## config.mk

```make
export PLATFORM = sky130hd
export DESIGN_NAME = sprite_rom_arbiter
export DESIGN_NICKNAME = d
export VERILOG_FILES = /design/src/rtl/sprite_rom_arbiter.sv
export SDC_FILE = /design/constraint.sdc
export NUM_CORES = 1
export LEC_CHECK = 0
export BUFFER_PORTS_ARGS = -buffer_cell sky130_fd_sc_hd__clkbuf_2
export CAP_MARGIN = 20
export CORE_MARGIN = 1.5
export CORE_UTILIZATION = 33
export CTS_CLUSTER_SIZE = 28
export DETAILED_ROUTE_END_ITERATION = 10
export SLEW_MARGIN = 20
export SYNTH_ARGS = -nofsm -noshare
export SYNTH_HDL_FRONTEND = slang
export SYNTH_SLANG_ARGS = --single-unit
```

## constraint.sdc

```tcl
create_clock -name clk -period 5 [get_ports clk]
set_input_delay 0.5 -clock clk [delete_from_list [all_inputs] [get_ports clk]]
set_output_delay 0.5 -clock clk [all_outputs]
set_load 0.005 [all_outputs]
```

## src/rtl/sprite_rom_arbiter.sv

```systemverilog
// Arbitrates N_REQ draw units onto one sprite ROM, with burst lock and tagged responses.
// Define SPRITE_ARB_FIXED_PRIO_EN for fixed lowest-index priority in place of round-robin.
module sprite_rom_arbiter #(
  parameter int unsigned N_REQ     = 2,
  parameter int unsigned ADDR_W    = 12,
  parameter int unsigned DATA_W    = 12,
  parameter int unsigned ROM_LAT   = 1,
  parameter int unsigned MAX_BURST = 48
) (
  input  logic                    clk,
  input  logic                    rst,
  input  logic [N_REQ-1:0]        req,
  input  logic [N_REQ-1:0]        lock,
  input  logic [N_REQ*ADDR_W-1:0] addr,
  output logic [N_REQ-1:0]        gnt,
  output logic [ADDR_W-1:0]       rom_addr,
  input  logic [DATA_W-1:0]       rom_rgb,
  output logic [N_REQ-1:0]        rsp_valid,
  output logic [DATA_W-1:0]       rsp_rgb
);

  localparam int unsigned PTR_W = (N_REQ > 1) ? $clog2(N_REQ) : 1;
  localparam int unsigned CNT_W = $clog2(MAX_BURST + 1);
  localparam logic [CNT_W-1:0] CntMax  = CNT_W'(MAX_BURST);
  localparam logic [CNT_W-1:0] CntOne  = CNT_W'(1);
  localparam logic [PTR_W-1:0] LastIdx = PTR_W'(N_REQ - 1);

  typedef enum logic [0:0] {StFree, StOwned} lock_state_e;

  lock_state_e       state_q, state_d;
  logic [PTR_W-1:0]  owner_q, owner_d;
  logic [CNT_W-1:0]  cnt_q, cnt_d;
  logic [ADDR_W-1:0] rom_addr_q, rom_addr_d;
  logic [N_REQ-1:0]  rsp_valid_q, rsp_valid_d;
  logic [DATA_W-1:0] rsp_rgb_q, rsp_rgb_d;
  // tag_q[0] is aligned with rom_addr_q; rom_rgb is expected to match tag_q[ROM_LAT-1]
  logic [N_REQ-1:0]  tag_q [ROM_LAT];

  logic [N_REQ-1:0]  gnt_raw;
  logic [N_REQ-1:0]  elig;
  logic [N_REQ-1:0]  owner_oh;
  logic [PTR_W-1:0]  start_idx;
  logic [PTR_W-1:0]  cand;
  logic [PTR_W-1:0]  win_idx;
  logic              win_vld;
  logic              hold;
  logic              at_max;
  logic              others;

`ifndef SPRITE_ARB_FIXED_PRIO_EN
  logic [PTR_W-1:0]  rr_q, rr_d;
`endif

  function automatic logic [PTR_W-1:0] wrap_add(input logic [PTR_W-1:0] base,
                                                 input int unsigned    k);
    int unsigned s;
    s = 32'(base) + k;
    if (s >= N_REQ) s = s - N_REQ;
    return PTR_W'(s);
  endfunction

  always_comb begin
    state_d   = state_q;
    owner_d   = owner_q;
    cnt_d     = cnt_q;
    gnt_raw   = '0;
    win_idx   = '0;
    win_vld   = 1'b0;
    cand      = '0;
    elig      = req;
    owner_oh  = N_REQ'(1) << owner_q;
    hold      = (state_q == StOwned) && req[owner_q] && lock[owner_q];
    at_max    = (cnt_q == CntMax);
    others    = |(req & ~owner_oh);
`ifdef SPRITE_ARB_FIXED_PRIO_EN
    start_idx = '0;
`else
    start_idx = rr_q;
    rr_d      = rr_q;
`endif

    if (hold && !(at_max && others)) begin
      // Burst continues; a full burst with nobody waiting just restarts the count
      win_vld = 1'b1;
      win_idx = owner_q;
      cnt_d   = at_max ? CntOne : cnt_q + CntOne;
    end else begin
      if (hold) elig = req & ~owner_oh;
      for (int unsigned k = 0; k < N_REQ; k++) begin
        cand = wrap_add(start_idx, k);
        if (!win_vld && elig[cand]) begin
          win_vld = 1'b1;
          win_idx = cand;
        end
      end
      state_d = StFree;
      cnt_d   = '0;
      if (win_vld) begin
`ifndef SPRITE_ARB_FIXED_PRIO_EN
        rr_d = (win_idx == LastIdx) ? '0 : win_idx + PTR_W'(1);
`endif
        if (lock[win_idx]) begin
          state_d = StOwned;
          owner_d = win_idx;
          cnt_d   = CntOne;
        end
      end
    end

    if (win_vld) gnt_raw[win_idx] = 1'b1;
  end

  always_comb begin
    gnt         = rst ? '0 : gnt_raw;
    rom_addr_d  = rom_addr_q;
    if (win_vld && !rst) rom_addr_d = addr[win_idx*ADDR_W +: ADDR_W];
    rsp_valid_d = tag_q[ROM_LAT-1];
    rsp_rgb_d   = (|tag_q[ROM_LAT-1]) ? rom_rgb : rsp_rgb_q;
  end

  always_ff @(posedge clk) begin
    if (rst) begin
      state_q     <= StFree;
      owner_q     <= '0;
      cnt_q       <= '0;
      rom_addr_q  <= '0;
      rsp_valid_q <= '0;
      rsp_rgb_q   <= '0;
      for (int unsigned k = 0; k < ROM_LAT; k++) tag_q[k] <= '0;
    end else begin
      state_q     <= state_d;
      owner_q     <= owner_d;
      cnt_q       <= cnt_d;
      rom_addr_q  <= rom_addr_d;
      rsp_valid_q <= rsp_valid_d;
      rsp_rgb_q   <= rsp_rgb_d;
      tag_q[0]    <= gnt;
      for (int unsigned k = 1; k < ROM_LAT; k++) tag_q[k] <= tag_q[k-1];
    end
  end

`ifndef SPRITE_ARB_FIXED_PRIO_EN
  always_ff @(posedge clk) begin
    if (rst) rr_q <= '0;
    else     rr_q <= rr_d;
  end
`endif

  assign rom_addr  = rom_addr_q;
  assign rsp_valid = rsp_valid_q;
  assign rsp_rgb   = rsp_rgb_q;

endmodule

```

==> implementation parameters, run 1 <==
Parameter                              Value

Run status
  Outcome ... finished clean

Die
  Starting utilization of the core area ... 0.3425
  Die Span Y ... 76.04 um
  Number of cell rows ... 26
  I/O pins ... 70
  Die X-Extent ... 76.04 um
  Total die area ... 5782 sq um
  CORE AREA ... 5140 sq um

Cells and area
  Antenna diode count ... 0
  Post-synthesis to final-layout area growth ... 28.36%
  Sequential cell area ... 740.7 sq um
  Fraction of layout cells with a size suffix above 1 ... 0.2935
  Combined area of the multi-input logic cells ... 933.4 sq um
  Count of filler cells inserted in the layout ... 564
  Most common library cell in the layout ignoring fill and taps ... sky130_fd_sc_hd__clkbuf_2
  Highest-count cells in the layout ignoring fill and taps ... sky130_fd_sc_hd__clkbuf_2, sky130_fd_sc_hd__nand2_1, sky130_fd_sc_hd__dfxtp_1
  Number of nets in the final layout ... 319

Setup path
  Depth of the most critical reg-to-reg path ... 7
  Capture instance of the worst register-to-register path ... owner_q$_SDFFE_PP0P_
  Largest fanout on the critical path ... 16
  Data arrival time of the critical path ... 2.23 ns
  Critical Path, Cell by Cell ... inv_1 > ha_1 > nand4b_1 > o21bai_4 > nand2_1 > a21o_2 > nor3b_1 > clkbuf_2
  Endpoint kind of the worst setup timing path ... output pin
  Required time at the endpoint of the critical path ... 4.50 ns
  Sort of element at the start of the critical path ... flip-flop
  Critical-path top delay cell ... sky130_fd_sc_hd__o21bai_4
  Classification of the worst setup path ... flip-flop to output pin
  Peak per-stage delay on the critical path ... 0.39 ns
  Register-to-register path setup slack ... 2.94 ns
  Family with the most delay on the worst path ... compound AO/OA/AOI/OAI gates
  Launching point of the worst reg2reg path ... cnt_q[0]$_SDFF_PP0_
  Count of buffer and inverter cells on the critical path ... 2

Global route
  Wire length of the first global-routing pass ... 6913 um
  Antenna violations before repair ... 0
  Global routing usage summed across all routing layers ... 0.1450
  Maximum number of pins on one net before global-route repair ... 35
  Vias in the first global route ... 1,583
  Remaining Overflow, GRT ... 0

Clocking
  TritonCTS Sinks ... 37
  Total of cells resized after clock tree synthesis ... 0
  Clock-pin slew on the worst setup and hold paths ... 0.08 ns
  Root buf cell ... sky130_fd_sc_hd__clkbuf_8
  Maximum buffer depth of the clock tree ... 2
  Post-CTS Hold Buffers ... 0
  Clock tree from TritonCTS ... built
  Count of buffers added by post-CTS timing repair for setup ... 0
  Depth of the CTS H-tree ... 2
  Later-pin clock latency in the skew report ... 0.29 ns
  Number of buffers created by CTS ... 5

Worst hold path
  Number of cells on the worst hold path ... 3
  Endpoint of the worst hold-timing path ... rsp_rgb[4]$_SDFFE_PP0P_
  Hold wc startpoint ... rom_rgb[4]
  Worst min-delay path class ... input pin to flip-flop

Timing
  Setup WS post-layout ... 2.271 ns
  Maximum operating frequency ... 0.3664 GHz
  Total count of hold-check failures in the final report ... 0
  Tightest slew margin relative to the limit ... 0.4808
  Final setup skew ... 0.004013 ns
  Slew at the pin with the worst max-slew slack ... 0.7759 ns
  Post-route setup TNS ... 0 ns
  Clock period minus worst slack ... 2.729 ns
  Max-slew violation count ... 0
  Portion of the clock cycle consumed by the worst path in the final layout ... 0.5459
  Final-report setup violation count ... 0
  Unrepaired setup endpoints after global routing ... false

Flow run
  # Max-Cap Violations ... 0

Synth
  Cell area after synthesis ... 1760 sq um
  Sequential element share of the synthesized area ... 0.4208
  Unique masters post-synth ... 37
  Mapped Cells ... 215
  Yosys warns ... 0
  Synthesis-stage register bit count ... 37
  Post-Synthesis Net Count ... 259
  Post-Syn Area per Cell ... 8.188 sq um

Detailed routing
  Met3 wirelength from detailed routing ... 320 um
  Antenna-violating nets left ... 0
  Drt first pass iters ... 4
  Top Metal Used ... met4
  Avg WL per Cell ... 11.77 um
  Overall routed net length ... 4073 um
  Via total after detailed routing ... 1,674
  Met1 wire length ... 1917 um
  Vias per cell ... 4.838
  Met2 WL post-DR ... 1803 um
  Number of design rule violations left after detail routing ... 0
  Iter 0 DRT Violations ... 58

Power
  Peak supply drop ... 227.4 uV
  Power per standard cell area ... 334.9 nW/um^2
  Leakage power of the design ... 1.043 nW

Placement
  IO buf count ... 69
  HPWL after detailed placement ... 2802 um
  Placer Congestion ... 0.7629
  Worst slack at placement ... 2.303 ns
## where the power goes
group | internal (mW) | leakage, nW | switching (mW) | total, mW
Combinational | 0.0542 | 0.669 | 0.0581 | 0.112
Clock | 0.201 | 0.0687 | 0.114 | 0.315
Sequential | 0.317 | 0.305 | 0.0131 | 0.330
## synth_stat cells
cell type / count / share of area
sky130_fd_sc_hd__o21ai_0: 1 / 0.0028
sky130_fd_sc_hd__a2111oi_2: 1 / 0.0085
sky130_fd_sc_hd__nand4b_4: 1 / 0.014
sky130_fd_sc_hd__xor2_1: 2 / 0.010
sky130_fd_sc_hd__a21boi_0: 12 / 0.051
sky130_fd_sc_hd__nor2b_1: 3 / 0.011
sky130_fd_sc_hd__dfxtp_1: 37 / 0.42
sky130_fd_sc_hd__or3_1: 1 / 0.0036
sky130_fd_sc_hd__mux2i_1: 3 / 0.017
sky130_fd_sc_hd__o21bai_4: 1 / 0.011
sky130_fd_sc_hd__o2bb2ai_1: 1 / 0.0050
sky130_fd_sc_hd__or2_1: 3 / 0.011
sky130_fd_sc_hd__nor2_1: 31 / 0.066
sky130_fd_sc_hd__o22ai_1: 1 / 0.0036
sky130_fd_sc_hd__buf_1: 2 / 0.0043
sky130_fd_sc_hd__inv_1: 4 / 0.0085
sky130_fd_sc_hd__clkbuf_1: 10 / 0.021
sky130_fd_sc_hd__buf_6: 1 / 0.0064
sky130_fd_sc_hd__nand2b_1: 2 / 0.0071
sky130_fd_sc_hd__and3b_1: 2 / 0.010
sky130_fd_sc_hd__o21ai_1: 2 / 0.0057
sky130_fd_sc_hd__a31oi_1: 1 / 0.0036
sky130_fd_sc_hd__o211ai_1: 1 / 0.0043
sky130_fd_sc_hd__a311o_1: 1 / 0.0057
sky130_fd_sc_hd__nor3_1: 2 / 0.0057
sky130_fd_sc_hd__and3_1: 5 / 0.018
sky130_fd_sc_hd__nand3_1: 2 / 0.0057
sky130_fd_sc_hd__nand4b_1: 1 / 0.0050
sky130_fd_sc_hd__buf_2: 3 / 0.0085
sky130_fd_sc_hd__xnor2_1: 2 / 0.010
sky130_fd_sc_hd__nand4_1: 1 / 0.0036
sky130_fd_sc_hd__a32o_1: 12 / 0.068
sky130_fd_sc_hd__ha_1: 2 / 0.014
sky130_fd_sc_hd__nor3b_1: 3 / 0.013
sky130_fd_sc_hd__a21o_2: 1 / 0.0050
sky130_fd_sc_hd__nand2_1: 41 / 0.087
sky130_fd_sc_hd__a21oi_1: 16 / 0.045
## stage by stage
stage	cells	power [mW]	hold slack [ns]	util	instance area (sq um)
global route	346	0.7985	0.4190	0.4396	2260
floorplan	215	0.4035	0.4482	-	1760
detailed placement	338	0.4495	0.4436	0.4129	2122
CTS	346	0.7685	0.4164	0.4396	2260
global placement	338	0.4489	0.4394	0.4129	2122
finish	346	0.7567	0.4300	0.4396	2260
## kinds of logic after synthesis
logic type / after synthesis / share of synthesized area
AOI/OAI and AO/OA: 51 / 0.2196
xor gates and xnor gates: 4 / 0.01990
adders and majority gates: 2 / 0.01421
buffers and inverters: 20 / 0.04904
DFF: 37 / 0.4208
muxes: 3 / 0.01706
and+or+nand+nor: 98 / 0.2594
## sequential cells by signal (all words and copies together), names as in the netlist
signal and count:
cnt_q 6, rsp_rgb 12, tag_q 2, owner_q 1, rr_q 1, state_q 1
rsp_valid 2, rom_addr 12
## how the worst max path moves through the flow
stage / from / cells past startpoint / slack [ns] / end
after global placement: req[1] / 7 / 2.35 / gnt[0]
after global routing: cnt_q[0]$_SDFF_PP0_ / 8 / 2.09 / gnt[1]
after floorplan: cnt_q[0]$_SDFF_PP0_ / 8 / 2.84 / gnt[0]
final: cnt_q[0]$_SDFF_PP0_ / 8 / 2.27 / gnt[1]
after detailed placement: req[1] / 7 / 2.30 / gnt[0]
after CTS: cnt_q[0]$_SDFF_PP0_ / 8 / 2.25 / gnt[1]
## worst register-to-register path, stage by stage, from the launching register on
cell,delay [ns]
sky130_fd_sc_hd__dfxtp_1,0.38
sky130_fd_sc_hd__inv_1,0.06
sky130_fd_sc_hd__ha_1,0.20
sky130_fd_sc_hd__nand4b_1,0.23
sky130_fd_sc_hd__o21bai_4,0.17
sky130_fd_sc_hd__a311o_1,0.46
sky130_fd_sc_hd__and3_1,0.22
sky130_fd_sc_hd__a2111oi_2,0.26
## per-layer routing
layer,vias to the layer above,track usage
met1,762,0.1765
met5,-,0
met2,54,0.2369
met4,0,0.04444
li1,854,-
met3,4,0.05629
## final cells by class
type | instances | share of cell area
tap | 70 | 0.03876
sequential | 37 | 0.3278
inverter | 4 | 0.006645
clock buffer | 5 | 0.03045
multi-input combinational | 158 | 0.4131
clock inverter | 3 | 0.03045
timing repair buffer | 69 | 0.1528
No activity file was read; power rests on OpenSTA's default activity.
==> run 2, diff against run 1 <==
--- a/config.mk
+++ b/config.mk
@@ -5,6 +5,7 @@
 export SDC_FILE = /design/constraint.sdc
 export NUM_CORES = 1
 export LEC_CHECK = 0
+export ABC_AREA = 1
 export BUFFER_PORTS_ARGS = -buffer_cell sky130_fd_sc_hd__clkbuf_2
 export CAP_MARGIN = 20
 export CORE_MARGIN = 1.5
==> constraint.sdc (replaced) <==
create_clock -name clk -period 2.57 [get_ports clk]
set_input_delay 0.257 -clock clk [delete_from_list [all_inputs] [get_ports clk]]
set_output_delay 0.257 -clock clk [all_outputs]
set_load 0.005 [all_outputs]
==> run 2 against run 1 <==
Compared with the run above:
- critical path type unchanged
- non-clock buffer count grew 2
- final cell count grew 10%
- critical endpoint is now gnt[0]
- largest cell class unchanged
- global-route usage grew 0.26 points
- highest routed layer unchanged
==> implementation parameters, run 2 <==
Parameter                              Value

Setup path
  Required time at the endpoint of the critical path ... 2.31 ns (-2.19 ns)
  CP Launch Point ... cnt_q[0]$_SDFF_PP0_
  Data arrival time of the critical path ... 1.87 ns (-0.36 ns)
  Launching point of the worst reg2reg path ... cnt_q[0]$_SDFF_PP0_
  Classification of the worst setup path ... flip-flop to output pin
  Largest fanout on the critical path ... 11 (-5)
  Endpoint kind of the worst setup timing path ... output pin
  Family with the most delay on the worst path ... simple AND/OR/NAND/NOR gates
  Critical path's most frequent cell ... sky130_fd_sc_hd__nand2_4
  Sort of element at the start of the critical path ... flip-flop
  Count of buffer and inverter cells on the critical path ... 4 (+2)
  Critical-path top delay cell ... sky130_fd_sc_hd__dfxtp_1
  Critical Path, Cell by Cell ... inv_1 > ha_1 > nand2_1 > nor2_1 > nand3_2 > nand2_4 > nand3_2 > nand2_4 > inv_8 > nand2_4 > inv_1 > clkbuf_2
  Peak per-stage delay on the critical path ... 0.33 ns (-0.06 ns)

Detailed routing
  Number of design rule violations left after detail routing ... 0 (unchanged)
  Iter 0 DRT Violations ... 55 (-5.2%)
  Drt first pass iters ... 5 (+1)
  Vias per cell ... 4.351 (-10%)
  Antenna-violating nets left ... 0 (unchanged)
  Avg WL per Cell ... 10.66 um (-9.4%)
  Overall routed net length ... 4073 um (unchanged)
  Via total after detailed routing ... 1,662 (-0.72%)

Timing
  Total count of hold-check failures in the final report ... 0 (unchanged)
  Portion of the clock cycle consumed by the worst path in the final layout ... 0.8264
  Maximum operating frequency ... 0.4709 GHz
  Slew at the pin with the worst max-slew slack ... 0.4008 ns (-0.3751 ns)
  Clock period minus worst slack ... 2.124 ns
  Tightest slew margin relative to the limit ... 0.7325 (+0.2517)
  Final-report setup violation count ... 0 (unchanged)
  Max-slew violation count ... 0 (unchanged)
  Post-route setup TNS ... 0 ns (unchanged)
  Unrepaired setup endpoints after global routing ... false
  Final setup skew ... 0.006752 ns (+0.002740 ns)

Synth
  Yosys warns ... 0 (unchanged)
  Sequential element share of the synthesized area ... 0.4046 (-0.01611)
  Most instantiated library cell after synthesis ... sky130_fd_sc_hd__nor2_1
  Top cell type by total area after synthesis ... sky130_fd_sc_hd__dfxtp_1
  Unique masters post-synth ... 25 (-32%)
  Share of the synthesized area in the top cell type ... 0.4046 (-0.01611)
  Number of enable flip-flop cells after synthesis ... 0 (unchanged)
  Cell area after synthesis ... 1831 sq um (+4.0%)
  Post-synth top flop ... sky130_fd_sc_hd__dfxtp_1
  Commonest cells post-synth ... sky130_fd_sc_hd__nor2_1, sky130_fd_sc_hd__nand2_1, sky130_fd_sc_hd__dfxtp_1
  Post-Syn Area per Cell ... 7.564 sq um (-7.6%)
  Async SR Flop Fraction ... 0 (unchanged)
  Post-Synthesis Net Count ... 286 (+10%)
  Synthesis-stage register bit count ... 37 (unchanged)
  Synth area leaders ... sky130_fd_sc_hd__dfxtp_1, sky130_fd_sc_hd__nand3_2, sky130_fd_sc_hd__nor2_1
  Mapped Cells ... 242 (+13%)

Cells and area
  Most common library cell in the layout ignoring fill and taps ... sky130_fd_sc_hd__clkbuf_2
  Post-synthesis to final-layout area growth ... 26.86%
  Combined area of the multi-input logic cells ... 888.4 sq um (-4.8%)
  Number of nets in the final layout ... 355 (+11%)
  Antenna diode count ... 0 (unchanged)
  Sequential cell area ... 740.7 sq um (unchanged)
  Count of filler cells inserted in the layout ... 589 (+4.4%)
  Highest-count cells in the layout ignoring fill and taps ... sky130_fd_sc_hd__clkbuf_2, sky130_fd_sc_hd__nor2_1, sky130_fd_sc_hd__nand2_1
  Fraction of layout cells with a size suffix above 1 ... 0.3718 (+0.07832)

Clocking
  Number of buffers created by CTS ... 5 (unchanged)
  Post-CTS Hold Buffers ... 0 (unchanged)
  Total of cells resized after clock tree synthesis ... 0 (unchanged)
  Count of buffers added by post-CTS timing repair for setup ... 0 (unchanged)
  Clock tree from TritonCTS ... built
  Later-pin clock latency in the skew report ... 0.29 ns (about the same)
  Maximum buffer depth of the clock tree ... 2 (unchanged)
  Depth of the CTS H-tree ... 2 (unchanged)
  TritonCTS Sinks ... 37 (unchanged)
  Root buf cell ... sky130_fd_sc_hd__clkbuf_8
  Clock-pin slew on the worst setup and hold paths ... 0.07 ns (about the same)

Worst hold path
  Hold wc startpoint ... rom_rgb[9]
  Worst min-delay path class ... input pin to flip-flop

Global route
  Maximum number of pins on one net before global-route repair ... 27 (-23%)
  Antenna violations before repair ... 0 (unchanged)
  Most utilized layer in the global route result ... met2
  Remaining Overflow, GRT ... 0 (unchanged)
  Global routing usage summed across all routing layers ... 0.1476 (+0.002564)
  Vias in the first global route ... 1,586 (+0.19%)
  M2 GR Usage ... 0.2421 (+0.005168)
  Grt met3 use ... 0.04471 (-0.01158)
  Wire length of the first global-routing pass ... 7038 um (+1.8%)
  Global routing met1 resource utilization ... 0.1793 (+0.002795)

Flow run
  # Max-Cap Violations ... 0 (unchanged)

Power
  Clk network pwr share ... 0.356 (-0.060)
  Portion of total power attributed to sequential cells ... 0.446 (+0.010)
  Internal power of the cells ... 1.061 mW (+86%)
  Proportion of power drawn by combinational gates ... 0.197 (+0.049)
  Peak supply drop ... 298.3 uV (+31%)
  Pwr Total ... 1.462 mW (+93%)
  Power dissipated by switching net loads ... 0.4011 mW (+120%)
  Power per standard cell area ... 629.8 nW/um^2 (+88%)
  Sw Share ... 0.2743 (+0.02960)
  Leakage power of the design ... 1.226 nW (+18%)

Placement
  IO buf count ... 69 (unchanged)
  Placer Congestion ... 0.8071 (+5.8%)
  HPWL after detailed placement ... 3073 um (+9.7%)

Die
  Die X-Extent ... 77.48 um (+1.9%)
  Starting utilization of the core area ... 0.3495 (+0.006996)
  I/O pins ... 70 (unchanged)
  Total die area ... 6003 sq um (+3.8%)
  CORE AREA ... 5238 sq um (+1.9%)
  Die Span Y ... 77.48 um (+1.9%)
  Number of cell rows ... 26 (unchanged)

Run status
  Outcome ... finished clean
run 2: cell count changes after synthesis, sizes merged, moves of 5 or more:
cell,previous run,this run
clkbuf,10,4
o21ai,3,13
nand3,2,41
and3,5,0
a32o,12,0
nor2,31,47
nand2,41,52
a21boi,12,1
inv,4,30
a21oi,16,3
run 2: worst paths after layout:
kind              slack [ns]  cells after the start                  endpoint
setup / recovery        0.45                     12                    gnt[0]
hold / removal          0.22                      3   rsp_rgb[9]$_SDFFE_PP0P_
setup reg to reg        0.83                     13  rom_addr[3]$_SDFFE_PP0P_
hold reg to reg         0.42                      2   rsp_valid[0]$_SDFF_PP0_
run 2: tightest hold or removal path, delay by kind of cell:
kind | cells | cell delay [ns]
compound gates | 1 | 0.07
buf+inv | 1 | 0.07
simple gates | 1 | 0.07
run 2: cell type report:
class	count	share of cell area
flip-flops and latches	37	0.3190
well taps	70	0.03772
clock inverters	2	0.01616
clock buffers	6	0.03556
repair buffers	71	0.1552
inverters	31	0.05388
multi-input cells	165	0.3825
run 2: cell families after synthesis:
logic type,synth area share
adders and majority gates,0.01367
and+or+nand+nor,0.4053
xor gates and xnor gates,0.004786
buffers and inverters,0.1100
AOI/OAI and AO/OA,0.06152
DFF,0.4046
run 2: per-layer routing:
| layer | routed length [um] | vias to the layer above | part of all wire |
|---|---|---|---|
| met5 | 0 | - | 0 |
| met4 | 40 | 0 | 0.0098 |
| met3 | 183 | 2 | 0.045 |
| met2 | 1934 | 42 | 0.47 |
| met1 | 1914 | 723 | 0.47 |
| li1 | - | 895 | - |
run 2: through the flow:
stage	setup slack, ns	hold slack (ns)	cells	utilization	cell area [sq um]
finish	0.4462	0.2206	382	0.4434	2322
global route	0.2850	0.2025	382	0.4434	2322
CTS	0.4114	0.2102	382	0.4434	2322
detailed placement	0.7398	0.4142	374	0.4204	2202
global placement	0.7902	0.4136	374	0.4204	2202
floorplan	0.9828	0.4030	242	-	1831
run 2: power groups by stage:
stage               clock (mW)  combinational [mW]  sequential (mW)
global placement             0               0.289            0.666
finish                   0.521               0.288            0.653
CTS                      0.542               0.293            0.653
floorplan                    0               0.193            0.668
global route             0.570               0.334            0.659
detailed placement           0               0.292            0.667
==> run 3, diff against run 2 <==
==> constraint.sdc (replaced) <==
create_clock -name clk -period 2.1 [get_ports clk]
set_input_delay 0.21 -clock clk [delete_from_list [all_inputs] [get_ports clk]]
set_output_delay 0.21 -clock clk [all_outputs]
set_load 0.005 [all_outputs]
==> run 3 against run 2 <==
Compared with the run above:
- worst hold slack got worse by 0.051 ns
- largest power group unchanged
- utilization increased by 0.21 points
- sequential share of layout area about the same
- global-route usage decreased by 0.73 points
- total power increased by 19%
- final cell count increased by 0.52%
- non-clock buffer count increased by 3
- clock power increased by 13%
- wire length decreased by 2.1%
==> implementation parameters, run 3 (synthesis results as in run 2) <==
Parameter                              Value

Power
  Sw Share ... 0.2760 (+0.001785)
  Leakage power of the design ... 1.236 nW (+0.84%)
  Proportion of power drawn by combinational gates ... 0.204 (+0.007)
  Portion of total power attributed to sequential cells ... 0.459 (+0.013)
  Clk network pwr share ... 0.337 (-0.019)
  Peak supply drop ... 405.7 uV (+36%)
  Internal power of the cells ... 1.263 mW (+19%)
  Power per standard cell area ... 747.8 nW/um^2 (+19%)
  Power dissipated by switching net loads ... 0.4817 mW (+20%)

Placement
  Post-DP Area ... 2202 sq um (unchanged)
  IO buf count ... 69 (unchanged)
  Worst slack at placement ... 0.2869 ns (-0.4529 ns)
  HPWL after detailed placement ... 2996 um (-2.5%)
  Placer Congestion ... 0.8206 (+1.7%)
  Placed Cells incl. Taps ... 374 (unchanged)

Global route
  Antenna violations before repair ... 0 (unchanged)
  Wire length of the first global-routing pass ... 6748 um (-4.1%)
  Maximum number of pins on one net before global-route repair ... 26 (-3.7%)
  Vias in the first global route ... 1,564 (-1.4%)
  Global routing usage summed across all routing layers ... 0.1402 (-0.007319)
  Remaining Overflow, GRT ... 0 (unchanged)

Clocking
  Post-CTS Hold Buffers ... 0 (unchanged)
  TritonCTS Sinks ... 37 (unchanged)
  Number of buffers created by CTS ... 5 (unchanged)
  Maximum buffer depth of the clock tree ... 2 (unchanged)
  Clock tree from TritonCTS ... built
  Root buf cell ... sky130_fd_sc_hd__clkbuf_8
  Later-pin clock latency in the skew report ... 0.28 ns (about the same)
  Depth of the CTS H-tree ... 2 (unchanged)
  Clock-pin slew on the worst setup and hold paths ... 0.07 ns (about the same)

Worst hold path
  Number of cells on the worst hold path ... 3 (unchanged)
  Hold wc startpoint ... rom_rgb[2]
  Endpoint of the worst hold-timing path ... rsp_rgb[2]$_SDFFE_PP0P_
  Worst min-delay path class ... input pin to flip-flop

Timing
  Slew at the pin with the worst max-slew slack ... 0.3642 ns (-0.03658 ns)
  Final setup skew ... 0.004812 ns (-0.001940 ns)
  Tightest slew margin relative to the limit ... 0.7569 (+0.02441)
  Post-route setup TNS ... 0 ns (unchanged)
  Unrepaired setup endpoints after global routing ... false
  Setup WS post-layout ... 0.1098 ns (-0.3364 ns)
  Total count of hold-check failures in the final report ... 0 (unchanged)
  Maximum operating frequency ... 0.5025 GHz
  Max-slew violation count ... 0 (unchanged)
  Clock period minus worst slack ... 1.990 ns
  Portion of the clock cycle consumed by the worst path in the final layout ... 0.9477
  Final-report setup violation count ... 0 (unchanged)

Setup path
  Register-to-register path setup slack ... 0.36 ns (-0.47 ns)
  Classification of the worst setup path ... flip-flop to output pin
  Critical Path, Cell by Cell ... inv_1 > ha_1 > nand2_1 > nor2_2 > nand3_2 > nand2_4 > clkinv_2 > nand2_2 > nand2_4 > nand2_4 > inv_1 > clkbuf_2
  Critical-path top delay cell ... sky130_fd_sc_hd__dfxtp_2
  Largest fanout on the critical path ... 12 (+1)
  Family with the most delay on the worst path ... simple AND/OR/NAND/NOR gates
  Capture instance of the worst register-to-register path ... rom_addr[11]$_SDFFE_PP0P_
  Count of buffer and inverter cells on the critical path ... 4 (unchanged)
  Sort of element at the start of the critical path ... flip-flop
  Peak per-stage delay on the critical path ... 0.34 ns (about the same)
  Data arrival time of the critical path ... 1.78 ns (-0.09 ns)
  Launching point of the worst reg2reg path ... cnt_q[0]$_SDFF_PP0_
  Required time at the endpoint of the critical path ... 1.89 ns (-0.42 ns)
  Critical path's most frequent cell ... sky130_fd_sc_hd__nand2_4
  Endpoint kind of the worst setup timing path ... output pin
  Depth of the most critical reg-to-reg path ... 14 (+1)

Cells and area
  Antenna diode count ... 0 (unchanged)
  Post-Layout Cell Count ... 384 (+0.52%)
  Most common library cell in the layout ignoring fill and taps ... sky130_fd_sc_hd__clkbuf_2
  Post-synthesis to final-layout area growth ... 27.48%
  Highest-count cells in the layout ignoring fill and taps ... sky130_fd_sc_hd__clkbuf_2, sky130_fd_sc_hd__nand2_1, sky130_fd_sc_hd__nor2_1
  Share of the core filled with cells in the final layout ... 0.4455 (+0.002150)
  Fraction of layout cells with a size suffix above 1 ... 0.3854 (+0.01356)
  Number of nets in the final layout ... 358 (+0.85%)
  Post-layout instance area ... 2333 sq um (+0.48%)

Detailed routing
  Antenna-violating nets left ... 0 (unchanged)
  Overall routed net length ... 3987 um (-2.1%)
  Number of design rule violations left after detail routing ... 0 (unchanged)
  Drt first pass iters ... 4 (-1)
  Avg WL per Cell ... 10.38 um (-2.6%)
  Via total after detailed routing ... 1,696 (+2.0%)
  Vias per cell ... 4.417 (+1.5%)
  Iter 0 DRT Violations ... 55 (unchanged)

Die
  Number of cell rows ... 26 (unchanged)
  I/O pins ... 70 (unchanged)
  Die X-Extent ... 77.48 um (unchanged)
  CORE AREA ... 5238 sq um (unchanged)
  Starting utilization of the core area ... 0.3495 (unchanged)
  Total die area ... 6003 sq um (unchanged)
  Die Span Y ... 77.48 um (unchanged)

Flow run
  # Max-Cap Violations ... 0 (unchanged)

Run status
  Outcome ... finished clean
## run 3: worst max path at each step
stage,startpoint,to,cells past startpoint
2_1_floorplan,cnt_q[0]$_SDFF_PP0_,gnt[1],11
3_3_place_gp,cnt_q[0]$_SDFF_PP0_,gnt[0],12
3_5_place_dp,cnt_q[0]$_SDFF_PP0_,gnt[0],12
4_1_cts,cnt_q[0]$_SDFF_PP0_,gnt[0],12
5_1_grt,cnt_q[0]$_SDFF_PP0_,gnt[0],12
6_report,cnt_q[0]$_SDFF_PP0_,gnt[0],12
## run 3: layer usage
| layer | GRT usage | part of all wire | vias up |
|---|---|---|---|
| met5 | 0 | 0 | - |
| met4 | 0.06000 | 0.015 | 0 |
| met3 | 0.03176 | 0.045 | 5 |
| met2 | 0.2430 | 0.47 | 39 |
| met1 | 0.1651 | 0.47 | 754 |
| li1 | - | - | 898 |
## run 3: power groups by stage
stage / Clock, mW / Combinational [mW] / Sequential [mW]
floorplan: 0 / 0.236 / 0.818
global placement: 0 / 0.354 / 0.815
detailed placement: 0 / 0.356 / 0.816
CTS: 0.615 / 0.360 / 0.800
global route: 0.640 / 0.409 / 0.809
finish: 0.588 / 0.357 / 0.800
## run 3: tightest hold or removal path, delay by kind of cell
kind                   cells  cell delay, ns
AO/OA/AOI/OAI              1            0.07
buffers and inverters      1            0.07
AND/OR/NAND/NOR            1            0.07
## run 3: final cells by class
| class | count | area (sq um) |
|---|---|---|
| inverter | 31 | 125.1 |
| timing repair buffer | 74 | 382.9 |
| clock buffer | 5 | 68.82 |
| sequential | 37 | 743.2 |
| clock inverter | 2 | 35.03 |
| multi-input combinational | 165 | 890.9 |
| fill | 552 | 2904 |
| tap | 70 | 87.58 |
## run 3: metrics by stage
stage	total power, mW	hold slack [ns]
CTS	1.775	0.1625
floorplan	1.053	0.3767
global placement	1.169	0.4137
finish	1.745	0.1700
detailed placement	1.172	0.4143
global route	1.858	0.1682
## run 3: timing repair
action / in CTS / in global routing
pin swaps: 1 / 2
setup buffers: 1 / 2
resized for setup: 0 / 3
setup endpoints to repair: 1 / 2
